<file path="src/rtl/cic_iq_decim.sv">
// cic_iq_decim: I/Q CIC decimator (rate 2..MAX_RATE) with rounded shift, gain and output.
// Ports: clk/rst (sync, active-high), s_axis_data_* input stream, cfg_* load/rate/shift/gain,
// m_axis_data_* output stream. Define CIC_IQ_DECIM_SAT_EN to saturate the output (else wrap).
module cic_iq_decim #(
  parameter int DIN_W    = 16,
  parameter int DOUT_W   = 16,
  parameter int STAGES   = 4,
  parameter int MAX_RATE = 16,
  parameter int GAIN_W   = 16,
  localparam int RATE_W  = $clog2(MAX_RATE + 1),
  localparam int ACC_W   = DIN_W + STAGES * $clog2(MAX_RATE),
  localparam int SHIFT_W = $clog2(ACC_W)
) (
  input  logic                     clk,
  input  logic                     rst,
  input  logic                     s_axis_data_tvalid,
  input  logic signed [DIN_W-1:0]  s_axis_data_tdata_real,
  input  logic signed [DIN_W-1:0]  s_axis_data_tdata_imag,
  input  logic                     cfg_load,
  input  logic [RATE_W-1:0]        cfg_rate,
  input  logic [SHIFT_W-1:0]       cfg_shift,
  input  logic [GAIN_W-1:0]        cfg_gain,
  output logic                     m_axis_data_tvalid,
  output logic signed [DOUT_W-1:0] m_axis_data_tdata_real,
  output logic signed [DOUT_W-1:0] m_axis_data_tdata_imag
);
  localparam int SH_W  = ACC_W + 1;
  localparam int MUL_W = SH_W + GAIN_W + 1;
  localparam logic signed [MUL_W-1:0] P_RND = MUL_W'(2 ** (GAIN_W - 3));
`ifdef CIC_IQ_DECIM_SAT_EN
  localparam logic signed [MUL_W-1:0] O_MAX = MUL_W'(2 ** (DOUT_W - 1) - 1);
  localparam logic signed [MUL_W-1:0] O_MIN = ~O_MAX;
`endif

  logic [RATE_W-1:0]  rate_r;
  logic [SHIFT_W-1:0] shift_r;
  logic [GAIN_W-1:0]  gain_r;
  logic [SHIFT_W:0]   shift_ext;

  logic               flush;
  logic [RATE_W-1:0]  cnt;
  logic               stb;
  logic               v_cap;
  logic [STAGES-1:0]  v_cmb;
  logic               v_sh;
  logic               v_mul;

  logic signed [DIN_W-1:0]  din       [2];
  logic signed [ACC_W-1:0]  integ     [2][STAGES];
  logic signed [ACC_W-1:0]  integ_nxt [2][STAGES];
  logic signed [ACC_W-1:0]  cap       [2];
  logic signed [ACC_W-1:0]  dly       [2][STAGES];
  logic signed [ACC_W-1:0]  cmb       [2][STAGES];
  logic signed [SH_W-1:0]   sh_nxt    [2];
  logic signed [SH_W-1:0]   sh        [2];
  logic signed [SH_W-1:0]   sh_rnd;
  logic signed [MUL_W-1:0]  mul       [2];
  logic signed [DOUT_W-1:0] dout_nxt  [2];
`ifdef CIC_IQ_DECIM_SAT_EN
  logic signed [MUL_W-1:0]  pr        [2];
`endif

  assign flush     = rst | cfg_load;
  assign shift_ext = {1'b0, cfg_shift};
  assign din[0]    = s_axis_data_tdata_real;
  assign din[1]    = s_axis_data_tdata_imag;

  always_ff @(posedge clk) begin
    if (rst) begin
      rate_r  <= RATE_W'(2);
      shift_r <= '0;
      gain_r  <= GAIN_W'(2 ** (GAIN_W - 2));
    end else if (cfg_load) begin
      if (cfg_rate < RATE_W'(2))
        rate_r <= RATE_W'(2);
      else if (cfg_rate > RATE_W'(MAX_RATE))
        rate_r <= RATE_W'(MAX_RATE);
      else
        rate_r <= cfg_rate;
      if (shift_ext > (SHIFT_W + 1)'(ACC_W - 1))
        shift_r <= SHIFT_W'(ACC_W - 1);
      else
        shift_r <= cfg_shift;
      gain_r <= cfg_gain;
    end
  end

  // Integrators chain combinationally so a frame's last sample
  // reaches the final integrator on its own accepting edge.
  always_comb begin
    sh_rnd = '0;
    if (shift_r != '0)
      sh_rnd = SH_W'(1) << (shift_r - 1'b1);
    for (int c = 0; c < 2; c++) begin
      integ_nxt[c][0] = integ[c][0] + ACC_W'(din[c]);
      for (int k = 1; k < STAGES; k++)
        integ_nxt[c][k] = integ[c][k] + integ_nxt[c][k-1];
      sh_nxt[c] = (SH_W'(cmb[c][STAGES-1]) + sh_rnd) >>> shift_r;
`ifdef CIC_IQ_DECIM_SAT_EN
      pr[c] = (mul[c] + P_RND) >>> (GAIN_W - 2);
      if (pr[c] > O_MAX)
        dout_nxt[c] = DOUT_W'(O_MAX);
      else if (pr[c] < O_MIN)
        dout_nxt[c] = DOUT_W'(O_MIN);
      else
        dout_nxt[c] = DOUT_W'(pr[c]);
`else
      dout_nxt[c] = DOUT_W'((mul[c] + P_RND) >>> (GAIN_W - 2));
`endif
    end
  end

  always_ff @(posedge clk) begin
    if (flush) begin
      cnt   <= '0;
      stb   <= 1'b0;
      v_cap <= 1'b0;
      v_cmb <= '0;
      v_sh  <= 1'b0;
      v_mul <= 1'b0;
      for (int c = 0; c < 2; c++) begin
        cap[c] <= '0;
        sh[c]  <= '0;
        mul[c] <= '0;
        for (int k = 0; k < STAGES; k++) begin
          integ[c][k] <= '0;
          dly[c][k]   <= '0;
          cmb[c][k]   <= '0;
        end
      end
    end else begin
      stb <= 1'b0;
      if (s_axis_data_tvalid) begin
        for (int c = 0; c < 2; c++)
          for (int k = 0; k < STAGES; k++)
            integ[c][k] <= integ_nxt[c][k];
        if (cnt == rate_r - 1'b1) begin
          cnt <= '0;
          stb <= 1'b1;
        end else begin
          cnt <= cnt + 1'b1;
        end
      end
      v_cap    <= stb;
      v_cmb[0] <= v_cap;
      for (int k = 1; k < STAGES; k++)
        v_cmb[k] <= v_cmb[k-1];
      v_sh  <= v_cmb[STAGES-1];
      v_mul <= v_sh;
      for (int c = 0; c < 2; c++) begin
        if (stb)
          cap[c] <= integ[c][STAGES-1];
        if (v_cap) begin
          cmb[c][0] <= cap[c] - dly[c][0];
          dly[c][0] <= cap[c];
        end
        for (int k = 1; k < STAGES; k++) begin
          if (v_cmb[k-1]) begin
            cmb[c][k] <= cmb[c][k-1] - dly[c][k];
            dly[c][k] <= cmb[c][k-1];
          end
        end
        if (v_cmb[STAGES-1])
          sh[c] <= sh_nxt[c];
        if (v_sh)
          mul[c] <= MUL_W'(sh[c]) * MUL_W'($signed({1'b0, gain_r}));
      end
    end
  end

  // Data registers keep their value across a soft flush.
  always_ff @(posedge clk) begin
    if (rst) begin
      m_axis_data_tvalid     <= 1'b0;
      m_axis_data_tdata_real <= '0;
      m_axis_data_tdata_imag <= '0;
    end else if (cfg_load) begin
      m_axis_data_tvalid <= 1'b0;
    end else begin
      m_axis_data_tvalid <= v_mul;
      if (v_mul) begin
        m_axis_data_tdata_real <= dout_nxt[0];
        m_axis_data_tdata_imag <= dout_nxt[1];
      end
    end
  end
endmodule

</file>
<file path="config.mk">
export PLATFORM = sky130hd
export DESIGN_NAME = cic_iq_decim
export DESIGN_NICKNAME = d
export VERILOG_FILES = /design/src/rtl/cic_iq_decim.sv
export SDC_FILE = /design/constraint.sdc
export NUM_CORES = 2
export LEC_CHECK = 0
export CAP_MARGIN = 5
export CORE_ASPECT_RATIO = 1.5
export CORE_MARGIN = 2
export CORE_UTILIZATION = 40
export CTS_CLUSTER_DIAMETER = 50
export DETAILED_ROUTE_END_ITERATION = 12
export PLACE_DENSITY = 0.59
export SETUP_SLACK_MARGIN = 0.5
export SLEW_MARGIN = 5
export SYNTH_ARGS = -nofsm -noshare
export SYNTH_HDL_FRONTEND = slang
export SYNTH_SLANG_ARGS = --single-unit
</file>
<file path="constraint.sdc">
create_clock -name clk -period 18.3 [get_ports clk]
set_clock_uncertainty 0.05 [all_clocks]
set_input_delay 1.83 -clock clk [delete_from_list [all_inputs] [get_ports clk]]
set_output_delay 1.83 -clock clk [all_outputs]
set_load 0.01 [all_outputs]
</file>
; Word-level counts from Yosys, hierarchy flattened
; Memories as Yosys holds them, arrays and structs flattened.
; Index checks and enable logic that the tools add are counted.
[word_totals]
ff_bits = 72
ram_bits = 998
out_inout_bits = 33
memories = 6
[classes]
magnitude_cmp = 3
n_bitwise = 33
n_addsub = 23
reduce_logical = 4
muxes = 62
mul = 2
n_shift = 3
eq_ne = 1
[memory_table]
columns = memory, words, width, rd, rd_clocked_by_memory_dff, wr, line
row1 = cmb, 2, 128, 2, 0, 2, 53  ; logic signed [ACC_W-1:0] cmb [2][STAGES];
row2 = dly, 2, 128, 2, 0, 2, 52  ; logic signed [ACC_W-1:0] dly [2][STAGES];
row3 = integ, 2, 128, 2, 0, 2, 49  ; logic signed [ACC_W-1:0] integ [2][STAGES];
row4 = mul, 2, 50, 2, 0, 2, 57  ; logic signed [MUL_W-1:0] mul [2];
row5 = sh, 2, 33, 2, 0, 2, 55  ; logic signed [SH_W-1:0] sh [2];
row6 = cap, 2, 32, 2, 0, 2, 51  ; logic signed [ACC_W-1:0] cap [2];
[op_table]
columns = operator, count
row1 = 2-to-1 mux 32 bit, 26
row2 = subtractor 32 bit, 8
row3 = adder 32 bit, 6
row4 = multiplier 33 x 17 -> 50 bit, 2
row5 = 2-to-1 mux 50 bit, 2
row6 = 2-to-1 mux 33 bit, 3
row7 = adder 32 x 33 -> 33 bit, 2
row8 = >>> shifter 33 x 5 -> 33 bit, 2
row9 = adder 32 x 16 -> 32 bit, 2
row10 = "adder 30 x 15 -> 30 bit, second input constant", 2
row11 = "left shift 1 x 5 -> 33 bit, first input constant", 1
row12 = bitwise OR 1 bit, 31
row13 = 2-to-1 mux 1 bit, 27
row14 = 2-to-1 mux 5 bit, 4
row15 = "greater-than comparator 5 bit, second input constant", 2
row16 = "subtractor 5 x 1 -> 5 bit, second input constant", 2
row17 = "adder 5 x 1 -> 5 bit, second input constant", 1
row18 = equality test 5 bit, 1
row19 = "< comparator 5 x 2 -> 1 bit, second input constant", 1
row20 = nonzero test 5 bit, 1
row21 = OR reduction 2 bit, 2
row22 = NOT 1 bit, 2
row23 = AND reduction 2 bit, 1

; Depth between registers and ports, before layout
[depth]
ltp_word = 6
ltp_mapped = 44
mapped_depth_nobuf = 44

; Worst setup path after synthesis
; No wires, ideal clock.
[synth_timing]
kind = in2reg
startpoint = in s_axis_data_tdata_imag[0]
endpoint = mem integ[1][31] (netlist bit), data pin
slack_ns = 9.312
t_arrival_ns = 8.668
path_stages = 41
path_cell_list = ha_1 inv_1 fa_1 nor2b_1 o21ai_0 a21boi_0 o21ai_0 a21oi_1 nor2_1 xnor2_1 ha_1 a21oi_1 nor2b_1 o21ai_0 nand2b_1 a221o_1 a31oi_1 o21bai_1 (+5 left out) a31oi_1 o21ai_0 nor2b_1 o21ai_0 nand2b_1 xor2_1 ha_1 a21o_1 a21o_1 a21oi_1 o21a_1 o311ai_1 a211o_1 a221o_1 a21oi_1 xor2_1 nand2_1 nor3b_1
[synth_lines]
columns = item, line
row1 = start: declaration, 18  ; input logic signed [DIN_W-1:0] s_axis_data_tdata_imag,
row2 = end: declaration, 49

==> results.txt <==
* Total die area: 0.224 sq mm
* Cell count after synthesis: 9232
- The flow ran to the end, but the final reports show violations.
* Number of CTS-inserted buffers: roughly 120
- For this run, the share of the core covered by cells in the final layout is 0.437.
* Final min period: ~10 ns
* Actual slew at the worst max-slew pin: 1.54 ns
- Total I/O pin count: 95
- After routing, the total negative slack on setup checks comes to 0 ns.
- STA classifies the critical path endpoint as a flip-flop.
- The H-tree was split into 3 levels.
- Number of cells on the worst reg-to-reg path: between 40 and 50
* Maximum clock insertion buffer count: 3
- Type of the most critical hold path: reg -> reg
- In this run the standard cell core region covers 0.220 sq mm.
- Most frequent cell on the critical path: sky130_fd_sc_hd__o21ai_0
- Setup violations remaining at the end of the flow were counted as 0.
* # DRC: 0
- Overall via count from detail_route: 65067
* Worst vdd ir: 93.2 uV
- The critical path is of the in -> reg type.
* Top area cells in the synthesized netlist: sky130_fd_sc_hd__edfxtp_1, sky130_fd_sc_hd__fa_1, sky130_fd_sc_hd__ha_1
* Power Density: ~87 mW/mm^2
* Critical path startpoint category: input port
- Die Y: roughly 580 microns
- Final estimated routing congestion in global placement: roughly 0.95
- LEAKAGE: between 0.04 and 0.05 uW
* HPWL Detailed: ~160000 microns
- Overflow left after global routing: 0
- For this run, the post-layout net count is around 11000.
- Post-Synthesis Cell Area: 0.0881 sq mm
- For this run, the slowest stage of the critical path takes about 0.5 ns.
- TritonCTS built the clock tree.
* Sum of routed wire length over all layers: 217000 microns
- Library cell used as clock root buffer: sky130_fd_sc_hd__clkbuf_16
- The via count of the first global-routing pass is approximately 69000.
* WHS Path Cells: 2
- Via-per-instance ratio: approximately 5.4
- The hold violation total from the final report is 0.
- Final max-slew violation count: 3
- From synthesis to final layout, the design area changed by 8.93%.
* First-pass DRT Iterations: 5
* Clock latency reported for the late side of the worst-skew pair: just under 0.8 ns
* Yosys top cell area share: 0.316
* Number of antenna violations at the first check in global routing: 4
- After synthesis, the netlist uses slightly below 100 different library cells.
* Normalized max-slew margin: -0.0360
- Setup repair after global routing left no endpoint under its margin.
- Cts hold-fix bufs: 0
- The synthesized design contains between 900 and 1000 enable-type register cells.
- Dominant synthesized flop cell: sky130_fd_sc_hd__edfxtp_1
- Power consumption: 8370 uW
- Final-layout worst hold slack: 0.447 ns
- The initialized floorplan defines roughly 210 standard-cell rows.
- On the critical path, the stage with the largest delay is an instance of sky130_fd_sc_hd__a2111oi_0.
* Yosys synthesis warning count: 0
- Data arrival time of the worst path: about 10 ns
- For this run, the total global-route usage over all layers was measured as 0.193.
- Critical Path Fanout Max: 5
- Number of resized instances in the post-cts repair step: 0
- Entering global routing, the biggest net connects approximately 130 pins.
- Global-route wire length before repair: about 350000 microns
- Width of the die: between 300 and 400 microns
- Clock-pin transition on the worst setup and hold timing paths: 0.06 ns
- In the synthesized netlist the async set-or-reset flop fraction comes to 0.
- Required time of the critical path: approximately 19 ns
- The checks that failed: max-capacitance violations, max-slew violations.
* Most area-hungry cell type in the Yosys netlist: sky130_fd_sc_hd__edfxtp_1
- A synthesized cell averages 9.54 sq um.
- Clock Sink Count: between 900 and 1000
- Wire length per cell: 17.8 microns
* Starting utilization of the core area: 0.401
* Synth Register Bits: around 1000
- The detail route stage leaves a number of antenna-violating nets equal to 0.
- For this run, the register share of the synthesized area comes to 0.332.
* Initial DRC Count: 2800
- Achievable frequency: 0.102 GHz
- Of the cells placed in the final design, the portion with a size suffix greater than 1 is 0.0445.
- Period utilisation layout: 0.536
- Post-CTS repair timing setup buffer count: 0
- The count of buffers added on input and output ports is 94.
- The tool flagged a number of max-cap violations equal to 1.
-- worst paths after layout --
| kind | from | endpoint | slack, ns |
|---|---|---|---|
| max | s_axis_data_tdata_real[0] | integ[0][31] | 8.49 |
| min reg2reg | m_axis_data_tdata_imag[0] | m_axis_data_tdata_imag[0] | 0.45 |
| min | m_axis_data_tdata_imag[0] | m_axis_data_tdata_imag[0] | 0.45 |
| max reg2reg | integ[0][96] | integ[0][31] | 9.63 |
-- Yosys cell counts, types with 35 or more instances --
master	instances
sky130_fd_sc_hd__a21oi_1	489
sky130_fd_sc_hd__nand4_1	44
sky130_fd_sc_hd__a211oi_1	102
sky130_fd_sc_hd__o21ai_1	35
sky130_fd_sc_hd__and2_1	550
sky130_fd_sc_hd__and3_1	268
sky130_fd_sc_hd__xor2_1	233
sky130_fd_sc_hd__clkbuf_1	334
sky130_fd_sc_hd__edfxtp_1	926
sky130_fd_sc_hd__o21a_1	92
sky130_fd_sc_hd__nand3_1	105
sky130_fd_sc_hd__nand2_1	821
sky130_fd_sc_hd__a31oi_1	57
sky130_fd_sc_hd__nor3_1	154
sky130_fd_sc_hd__dfxtp_1	72
sky130_fd_sc_hd__o21ai_0	299
sky130_fd_sc_hd__or3_1	45
sky130_fd_sc_hd__fa_1	566
sky130_fd_sc_hd__nor2b_1	89
sky130_fd_sc_hd__nand2b_1	103
sky130_fd_sc_hd__a21o_1	268
sky130_fd_sc_hd__inv_1	1051
sky130_fd_sc_hd__o21bai_1	64
sky130_fd_sc_hd__mux2i_1	78
sky130_fd_sc_hd__xnor2_1	337
sky130_fd_sc_hd__nor2_1	744
sky130_fd_sc_hd__o211ai_1	46
sky130_fd_sc_hd__ha_1	724
-- critical path: cells and delay by family --
kind | cells | cell delay (ns)
AO/OA/AOI/OAI | 19 | 4.04
XOR/XNOR | 4 | 0.82
adder cells (fa/ha/maj) | 5 | 1.56
buffers and inverters | 2 | 0.52
multiplexers | 1 | 0.12
AND/OR/NAND/NOR | 11 | 1.50
-- layout by cell type, fill, tap and decap left out, types with 102 or more instances in the layout --
cell type | netlist | final
sky130_fd_sc_hd__o21ai_0 | 299 | 299
sky130_fd_sc_hd__a211oi_1 | 102 | 102
sky130_fd_sc_hd__nand2_1 | 821 | 820
sky130_fd_sc_hd__nand3_1 | 105 | 105
sky130_fd_sc_hd__nand2b_1 | 103 | 102
sky130_fd_sc_hd__nor3_1 | 154 | 153
sky130_fd_sc_hd__and2_1 | 550 | 549
sky130_fd_sc_hd__inv_1 | 1051 | 1049
sky130_fd_sc_hd__a21oi_1 | 489 | 489
sky130_fd_sc_hd__clkbuf_16 | 0 | 121
sky130_fd_sc_hd__ha_1 | 724 | 724
sky130_fd_sc_hd__edfxtp_1 | 926 | 926
sky130_fd_sc_hd__fa_1 | 566 | 566
sky130_fd_sc_hd__and3_1 | 268 | 268
sky130_fd_sc_hd__nor2_1 | 744 | 743
sky130_fd_sc_hd__xor2_1 | 233 | 233
sky130_fd_sc_hd__xnor2_1 | 337 | 337
sky130_fd_sc_hd__a21o_1 | 268 | 268
-- area by class of cell --
type,count,area [sq um]
flip-flops and latches,998,29300
well taps,2875,3600
clock inverters,86,925
diodes,2,5.00
inverters,1055,3960
repair buffers,168,1510
multi-input cells,6818,53600
fillers,21030,124000
clock buffers,139,3120
-- through the flow --
stage               setup slack, ns  instances  instance area, sq um
CTS                            8.59      12139                 95900
finish                         8.49      12141                 95900
floorplan                      9.31       9233                 88100
global route                   7.96      12140                 95900
detailed placement             7.79      11914                 91900
global placement               7.68      11914                 91900
-- cells by family (layout without fill, tap and decap cells) --
group           count (synthesis)  after routing  synth area share
flops                         998            998             0.332
buf+inv                      1417           1448            0.0605
fa+ha+maj                    1290           1290             0.231
mux                           120            120            0.0159
xor+xnor                      572            572            0.0571
simple gates                 3032           3032             0.169
compound gates               1802           1802             0.134
other cells                     1              4         0.0000426
-- power by group --
part	total (uW)	internal, uW	switching [uW]
Sequential	2780	2670	117
Combinational	3180	1320	1860
Clock	2410	1360	1050
Total	8370	5350	3020
-- registers in the layout, summed over array words and instances (netlist names) --
| name | cells |
|---|---|
| stb | 1 |
| integ | 256 |
| v_cmb | 4 |
| dly | 256 |
| shift_r | 5 |
| m_axis_data_tvalid | 1 |
| rate_r | 5 |
| cap | 64 |
| cmb | 256 |
| v_mul | 1 |
| m_axis_data_tdata_imag | 16 |
| m_axis_data_tdata_real | 16 |
| cnt | 5 |
| v_sh | 1 |
| gain_r | 16 |
| mul | 34 |
| sh | 60 |
| v_cap | 1 |
-- routing by layer --
layer	routed length [microns]	GRT usage
met1	77700	0.189
met2	120000	0.390
met3	6870	0.0210
met4	12200	0.101
met5	27	0
Power figures use the tool's default switching activity.
